$ cat src/rtl/mlp_pkg.sv
// Shared MLP definitions: FSM state encoding, constant clog2 helper, and the
// saturation / offset-binary conversion used by every MLP output stage.
package mlp_pkg;

  typedef enum logic [1:0] {
    ST_IDLE = 2'd0,
    ST_ACC  = 2'd1,
    ST_OUT  = 2'd2
  } mlp_state_e;

  // Ceiling log2, usable in constant expressions (clog2(1) = 0).
  function automatic int clog2(input int v);
    int r;
    int x;
    r = 0;
    x = v - 1;
    while (x > 0) begin
      r = r + 1;
      x = x >> 1;
    end
    return r;
  endfunction

  // Clamp a wide signed value into the signed range of a w-bit word.
  function automatic logic signed [63:0] saturate(input logic signed [63:0] v, input int w);
    logic signed [63:0] hi;
    logic signed [63:0] lo;
    hi = (64'sd1 <<< (w - 1)) - 64'sd1;
    lo = -(64'sd1 <<< (w - 1));
    if (v > hi)      return hi;
    else if (v < lo) return lo;
    else             return v;
  endfunction

  // Two's complement to offset binary: flip the MSB of the w-bit word.
  // Callers keep only the low w bits of the result.
  function automatic logic signed [63:0] to_offset_binary(input logic signed [63:0] v, input int w);
    return v ^ (64'sd1 <<< (w - 1));
  endfunction

endpackage

$ cat src/rtl/mac_saturate.sv
// Combinational post-processing of a MAC accumulator: drop the fractional
// bits (arithmetic shift, rounds toward -inf), saturate to DATA_WIDTH and
// convert to offset binary.
module mac_saturate
  import mlp_pkg::*;
#(
  parameter int ACC_W      = 22,
  parameter int DATA_WIDTH = 8,
  parameter int FRAC_BITS  = DATA_WIDTH / 2
) (
  input  logic [ACC_W-1:0]      i_acc,
  output logic [DATA_WIDTH-1:0] o_sum
);

  logic signed [63:0] w_acc_ext;
  logic signed [63:0] w_shr;
  logic signed [63:0] w_sat;

  assign w_acc_ext = 64'($signed(i_acc));
  assign w_shr     = w_acc_ext >>> FRAC_BITS;
  assign w_sat     = saturate(w_shr, DATA_WIDTH);
  assign o_sum     = DATA_WIDTH'(to_offset_binary(w_sat, DATA_WIDTH));

endmodule

$ cat src/rtl/neuron_mac_serial.sv
// Serial multiply-accumulate neuron core. Bias is latched on start, then
// INPUT_NUMBER (data, weight) pairs are accumulated one per transfer, and the
// saturated offset-binary sum is held on o_sum_out until accepted.
// Handshakes: a transfer happens on a rising edge where valid & ready are both
// high; the producer holds its payload stable while valid is high and ready
// is low, and ready never depends combinationally on valid.
module neuron_mac_serial
  import mlp_pkg::*;
#(
  parameter int INPUT_NUMBER = 32,
  parameter int DATA_WIDTH   = 8,
  parameter int FRAC_BITS    = DATA_WIDTH / 2
) (
  input  logic                  i_clk,
  input  logic                  i_rst,
  input  logic                  i_start,
  input  logic [DATA_WIDTH-1:0] i_bias_in,
  input  logic                  i_in_valid,
  output logic                  o_in_ready,
  input  logic [DATA_WIDTH-1:0] i_data_in,
  input  logic [DATA_WIDTH-1:0] i_weight_in,
  output logic [DATA_WIDTH-1:0] o_sum_out,
  output logic                  o_sum_valid,
  input  logic                  i_sum_ready,
  output logic                  o_busy,
  output logic [1:0]            o_dbg_state
);

  localparam int PROD_W = 2 * DATA_WIDTH;
  localparam int CNT_W  = (clog2(INPUT_NUMBER) < 1) ? 1 : clog2(INPUT_NUMBER);
  localparam int ACC_W  = 2 * DATA_WIDTH + clog2(INPUT_NUMBER) + 1;

  mlp_state_e              r_state;
  mlp_state_e              w_state_next;
  logic [CNT_W-1:0]        r_cnt;
  logic signed [ACC_W-1:0] r_acc;
  logic [DATA_WIDTH-1:0]   r_sum_out;

  logic signed [PROD_W-1:0] w_prod;
  logic signed [ACC_W-1:0]  w_prod_ext;
  logic signed [ACC_W-1:0]  w_bias_ext;
  logic signed [ACC_W-1:0]  w_acc_next;
  logic [DATA_WIDTH-1:0]    w_sum_next;
  logic                     w_transfer;
  logic                     w_last;

  assign w_prod     = PROD_W'($signed(i_data_in)) * PROD_W'($signed(i_weight_in));
  assign w_prod_ext = ACC_W'(w_prod);
  assign w_bias_ext = ACC_W'($signed(i_bias_in)) <<< FRAC_BITS;
  assign w_acc_next = r_acc + w_prod_ext;
  assign w_transfer = (r_state == ST_ACC) && i_in_valid;
  assign w_last     = w_transfer && (r_cnt == CNT_W'(INPUT_NUMBER - 1));

  // Result is formed from the accumulator value including the final pair,
  // so it can be registered on the same edge that enters OUT.
  mac_saturate #(
    .ACC_W      (ACC_W),
    .DATA_WIDTH (DATA_WIDTH),
    .FRAC_BITS  (FRAC_BITS)
  ) u_mac_saturate (
    .i_acc (w_acc_next),
    .o_sum (w_sum_next)
  );

  // State register; reset discards any neuron in progress.
  always_ff @(posedge i_clk) begin
    if (i_rst) r_state <= ST_IDLE;
    else       r_state <= w_state_next;
  end

  // Next-state logic; start is only looked at in IDLE.
  always_comb begin
    w_state_next = r_state;
    case (r_state)
      ST_IDLE: if (i_start)     w_state_next = ST_ACC;
      ST_ACC:  if (w_last)      w_state_next = ST_OUT;
      ST_OUT:  if (i_sum_ready) w_state_next = ST_IDLE;
      default:                  w_state_next = ST_IDLE;
    endcase
  end

  // Moore outputs decoded from the current state.
  always_comb begin
    o_in_ready  = 1'b0;
    o_sum_valid = 1'b0;
    o_busy      = 1'b1;
    case (r_state)
      ST_IDLE: o_busy      = 1'b0;
      ST_ACC:  o_in_ready  = 1'b1;
      ST_OUT:  o_sum_valid = 1'b1;
      default: o_busy      = 1'b0;
    endcase
  end

  // Datapath: bias load, accumulation, pair counter and registered result.
  always_ff @(posedge i_clk) begin
    if (i_rst) begin
      r_cnt     <= '0;
      r_acc     <= '0;
      r_sum_out <= '0;
    end else begin
      if (r_state == ST_IDLE && i_start) begin
        r_acc <= w_bias_ext;
        r_cnt <= '0;
      end else if (w_transfer) begin
        r_acc <= w_acc_next;
        r_cnt <= r_cnt + 1'b1;
        if (w_last) r_sum_out <= w_sum_next;
      end
    end
  end

  assign o_sum_out   = r_sum_out;
  assign o_dbg_state = r_state;

endmodule

$ cat config.mk
export PLATFORM = sky130hd
export DESIGN_NAME = neuron_mac_serial
export DESIGN_NICKNAME = d
export VERILOG_FILES = /design/src/rtl/mlp_pkg.sv /design/src/rtl/mac_saturate.sv /design/src/rtl/neuron_mac_serial.sv
export SDC_FILE = /design/constraint.sdc
export NUM_CORES = 1
export LEC_CHECK = 0
export CAP_MARGIN = 20
export CORE_UTILIZATION = 40
export CTS_CLUSTER_DIAMETER = 200
export DETAILED_ROUTE_END_ITERATION = 8
export SYNTH_ARGS = -nofsm -noshare
export SYNTH_HDL_FRONTEND = slang
export SYNTH_SLANG_ARGS = --single-unit
$ cat constraint.sdc
create_clock -name i_clk -period 10.4 [get_ports i_clk]
set_input_delay 1.04 -clock i_clk [delete_from_list [all_inputs] [get_ports i_clk]]
set_output_delay 1.04 -clock i_clk [all_outputs]
set_load 0.05 [all_outputs]
# [Word-level counts from Yosys, hierarchy flattened]
# Cells that the tools add are included.
[totals] output_inout_bits=13 elab_cells=38 input_bits=29 ff_bits=37
[op_classes] bitwise_logic=2 n_reduce_logical=9 order_cmp=2 mul=1 eq_ne=6 muxes=11 add_sub_neg=2
[ops] operator="$mux 22" n=2
[ops] operator="$add 22x16->22" n=1
[ops] operator="$gt 18x8->1 const B" n=1
[ops] operator="$lt 18x8->1 const B" n=1
[ops] operator="$mul 8x8->16" n=1
[ops] operator="$mux 8" n=2
[ops] operator="$mux 2" n=3
[ops] operator="$ne 2x2->1 const B" n=3
[ops] operator="$pmux 2 s3" n=1
[ops] operator="$reduce_and 3->1" n=2
[ops] operator="$add 5x1->5 const B" n=1
[ops] operator="$eq 5x5->1 const B" n=1
[ops] operator="$reduce_or 2->1" n=2
[ops] operator="$logic_and 1x1->1" n=3
[ops] operator="$mux 1" n=3
[ops] operator="$eq 2x1->1 const B" n=1
[ops] operator="$eq 2x2->1 const B" n=1
[ops] operator="$logic_not 2->1" n=1
[ops] operator="$not 1->1" n=2
[ops] operator="$reduce_bool 2->1" n=1

# [Logic depth before layout (Yosys ltp)]
[logic_depth] word_depth=6 ltp_mapped=21 mapped_depth_nobuf=21

# [By module]
# Synthesis repeated with hierarchy kept, for this count alone.
[unflattened] cells_unflattened=603 hier_area_um2=5565.3
[modules_own_cells] mod="neuron_mac_serial" n_inst=1 cells_per_inst=577 area_per_inst_um2=5366.4
[modules_own_cells] mod="mac_saturate" n_inst=1 cells_per_inst=26 area_per_inst_um2=198.9

# [Worst setup path before layout]
# OpenSTA, ideal clock, no wires.
[synth_timing] path_kind="input port to flip-flop" from="in i_weight_in[0]" to="reg r_sum_out[6], in the netlist o_sum_out[6]" path_stages=18 setup_slack_ns=3.966 t_arrival_ns=6.342 setup_time_ns=0.092 n_path_buf=0 t_required_ns=10.308 cell_sequence="and2_1 > inv_1 > fa_1 > inv_1 > fa_1 > fa_1 > fa_1 > fa_1 > ha_1 > o211ai_1 > o21ai_1 > o2111ai_1 > nand2_1 > xnor2_1 > or4_1 > nor4_2 > a41oi_1 > o32ai_1"
[synth_between] elab_chain_len=5 word_cells_on_any_way=6 classes_between="add/sub: 1; mul: 1; order compare: 2; mux: 2"
[synth_rtl] element="start, declared" line_no="neuron_mac_serial.sv:21" rtl="input logic [DATA_WIDTH-1:0] i_weight_in,"
[synth_rtl] element="$mul 8x8->16 *" line_no="neuron_mac_serial.sv:47" rtl="assign w_prod = PROD_W'($signed(i_data_in)) * PROD_W'($signed(i_weight_in));"
[synth_rtl] element="$add 22x16->22 *" line_no="neuron_mac_serial.sv:50" rtl="assign w_acc_next = r_acc + w_prod_ext;"
[synth_rtl] element="$lt 18x8->1" line_no="mlp_pkg.sv:31" rtl="else if (v < lo) return lo;"
[synth_rtl] element="$mux 8" line_no="mlp_pkg.sv:31"
[synth_rtl] element="$mux 8 *" line_no="mlp_pkg.sv:30" rtl="if (v > hi) return hi;"
[synth_rtl] element="end signal, assigned" line_no="neuron_mac_serial.sv:108" rtl="if (w_last) r_sum_out <= w_sum_next;"
[synth_rtl] element="end, declared" line_no="neuron_mac_serial.sv:37" rtl="logic [DATA_WIDTH-1:0] r_sum_out;"
# Every way passes the cells marked *; elsewhere a longest branch is shown, timed or not.
# A chain may end at the register's enable or synchronous reset.

# [Worst setup path after layout]
[layout_timing] from="in i_data_in[7]" to="reg r_sum_out[4], in the netlist o_sum_out[4]"
[layout_between] elab_chain_len=5 word_cells_on_any_way=6 classes_between="add/sub: 1; mul: 1; order compare: 2; mux: 2"
[layout_rtl] element="start, declared" line_no="neuron_mac_serial.sv:20" rtl="input logic [DATA_WIDTH-1:0] i_data_in,"
[layout_rtl] element="$mul 8x8->16 *" line_no="neuron_mac_serial.sv:47"
[layout_rtl] element="$add 22x16->22 *" line_no="neuron_mac_serial.sv:50"
[layout_rtl] element="$lt 18x8->1" line_no="mlp_pkg.sv:31"
[layout_rtl] element="$mux 8" line_no="mlp_pkg.sv:31"
[layout_rtl] element="$mux 8 *" line_no="mlp_pkg.sv:30"
# Marks and branches as above.

==> results.md <==
- Status: completed
- Synthesized netlist net count: 765
- Worst path most repeated cell: fa_1
- Final hold slack: 0.4633 ns
- Nets: 802
- Antenna Nets Post-Route: 0
- Num CTS Buffers: 5
- Layout Cells excl Fill: 798
- Yosys cell types: 47
- Drt first pass iters: 6
- DRT iter0 DRCs: 210
- Worst EP arrival: 7.66 ns
- Number of global-route vias before repair: 4,184
- Mapped cell area: 5424 um2
- CP delay by family, top: adder cells
- Class of the worst hold path: flip-flop to flip-flop
- Fin. max-slew vios: 0
- Die X: 118.4 um
- CORE AREA: 13,240 um2
- Initial antenna violation count: 0
- WP buf/inv: 3
- Synth Area in XOR/XNOR: 4.198%
- #FFs+latches synth: 37
- Sink Count: 37
- Die outline height: 118.4 um
- Clk_lat worst skew: 0.28 ns
- Die area: 14,030 um2
- DRT Wirelength: 11.45 mm
- WL/cell: 14.35 um
- Area growth from synthesis to layout: 14.56%
- Complex-gate fraction of the synthesized area: 10.82%
- Cells after Synth: 584
- Reg2Reg Depth: 19
- Critical path peak fanout: 15
- Post-CTS setup buffers: 0
- Number of gates resized after cts: 0
- Vias after detailed routing: 3,997
- Global-route wire length before repair: 20.48 mm
- Nature of the critical path startpoint: input port
- Cells after DPL: 789
- # rows: 42
- DRC: 0
- Main combinational cell family by area after synthesis: adder cells
- RD Place Congestion: 0.8453
- Final Hold Viols: 0
- Post-route setup TNS: 0 ns
- Initial Util: 40.96%
- Yosys warns: 0
- CP max stage delay: 0.72 ns
- Tcrit/Tclk final: 71.94%
- CP cell instances: clkdlybuf4s50_1, and2_1, inv_1, fa_1, inv_1, fa_1, fa_1, fa_1, fa_1, ha_1, o211ai_1, o21ai_1, o2111ai_1, a311oi_1, o22ai_1, xnor2_1, or3_1, o41ai_4, o32ai_1
- # IOs: 42
- Mean post-synth cell area: 9.288 um2
- ANT cells: 0
- Largest net degree at the start of global routing: 33
- Sequential area share after synthesis: 13.66%
- RSZ-0062 raised after global routing: false
- Reg-to-Reg Start: r_acc[6]
- GRT Total Usage: 17.93%
- Grt ovf: 0
- CP Capture Type: flip-flop
- Max cap viols: 0
- Min-delay src: r_acc[2]
- Finish-stage setup viols: 0
- Hold endpoint: r_acc[2]
- Mux share of post-synthesis cell area: 0.3691%
- Worst Tran Pin Value: 0.9556 ns
- H-tree levels: 2
- Detailed placer's ending HPWL: 9.569 mm
- Via/cell ratio: 5.009
- Fraction of the mapped netlist area in adder cells: 48.35%
- Worst Skew: 0.003112 ns
- Post-route setup slack: 2.918 ns
- Async S/R FF share, synth: 0%
- Critical path required time: 10.58 ns
- CTS tree: done
- Clock slew at the register clock pins of the worst setup and hold paths: 0.06 ns
- Flop-to-flop setup slack: 4.73 ns
- WHS Path Cells: 2
- CP max stage cell: and2_1
- Simple-gate share of the synthesized area: 14.93%
- Port bufs: 41
- Fmax: 0.1337 GHz
- Post-synth EDFFs: 0
- Main synth FF type: dfxtp_1
- Period minus WS final: 7.482 ns
- CTS hold repair buffers: 0
- Type of the worst setup path: input port to flip-flop
- Clk root buf: clkbuf_16
- Layout cells sized above 1: 2.412%
- Clk buf depth: 2
- Slew HR: 36.29%
- Worst slack, placed: 2.595 ns
- Reg2reg end: o_sum_out[4]
[worst reg2reg max path, delay by kind of cell (launching register included)]
kind / cells / cell delay, ns
adders and majority gates: 6 / 2.77
buffers and inverters: 4 / 0.23
AOI/OAI and AO/OA: 7 / 1.68
and+or+nand+nor: 1 / 0.20
DFF: 1 / 0.35
xor gates and xnor gates: 1 / 0.34
[routing by layer]
metal	global-route usage, %	vias up	part of all wire (%)
met5	0	-	0
met4	3.085	0	0.83
met1	25.29	1965	48
met2	30.15	68	48
met3	1.882	9	3.1
li1	-	1955	-
[through the flow]
step | utilization, % | instance area, um2
finish | 46.92 | 6213
global route | 46.92 | 6213
CTS | 46.71 | 6186
detailed placement | 45.38 | 6010
global placement | 45.38 | 6010
floorplan | - | 5424
[logic make-up (layout without fill, tap and decap cells)]
kind of cell,Yosys count,after routing
simple gates,168,168
fa+ha+maj,152,152
buf+inv,111,149
compound gates,88,88
flops,37,37
xor+xnor,26,26
mux,2,2
[layout by cell type, fill, tap and decap left out, types with 28 or more instances in the layout]
master,n
inv_1,98
a21oi_1,28
fa_1,96
dfxtp_1,37
nand2_1,66
and2_1,33
ha_1,56
nor2_1,33
clkdlybuf4s50_1,41
[registers in the layout, summed over array words and instances, names as in the netlist]
register	cells
r_acc	22
o_sum_out	8
r_cnt	5
o_dbg_state	2
[synthesized netlist by cell type (6+ instances only)]
library cell	number	area, um2
or3_1	8	50.05
nor2_1	33	123.9
a21oi_1	28	140.1
dfxtp_1	37	740.7
nand2b_1	6	37.54
o32ai_1	7	61.31
clkbuf_1	11	41.29
xor2_1	11	96.34
ha_1	56	700.7
o21ai_0	15	75.07
and2_1	33	206.5
xnor2_1	15	131.4
fa_1	96	1922
nand2_1	66	247.7
inv_1	98	367.9
o211ai_1	8	60.06
nor3_1	6	30.03
[final cells by class]
| cell class | count | area (um2) |
|---|---|---|
| multi-input combinational | 436 | 4267 |
| sequential | 37 | 740.7 |
| timing repair buffer | 42 | 437.9 |
| clock inverter | 2 | 37.54 |
| clock buffer | 6 | 138.9 |
| tap | 176 | 220.2 |
| inverter | 99 | 371.6 |
| fill | 1271 | 7029 |
[worst max-delay path by stage]
stage | start | end | slack, ns | depth (start not counted)
finish | i_data_in[7] | o_sum_out[4] | 2.92 | 19
global route | i_weight_in[0] | o_sum_out[4] | 2.44 | 19
CTS | i_weight_in[0] | o_sum_out[4] | 2.91 | 19
detailed placement | i_weight_in[0] | o_sum_out[4] | 2.60 | 19
global placement | i_weight_in[0] | o_sum_out[0] | 2.82 | 19
floorplan | i_weight_in[0] | o_sum_out[6] | 3.97 | 18
Power is left out: the tool's default activity adds up to more than one toggle a clock period on the data nets, which glitch-free logic cannot reach.
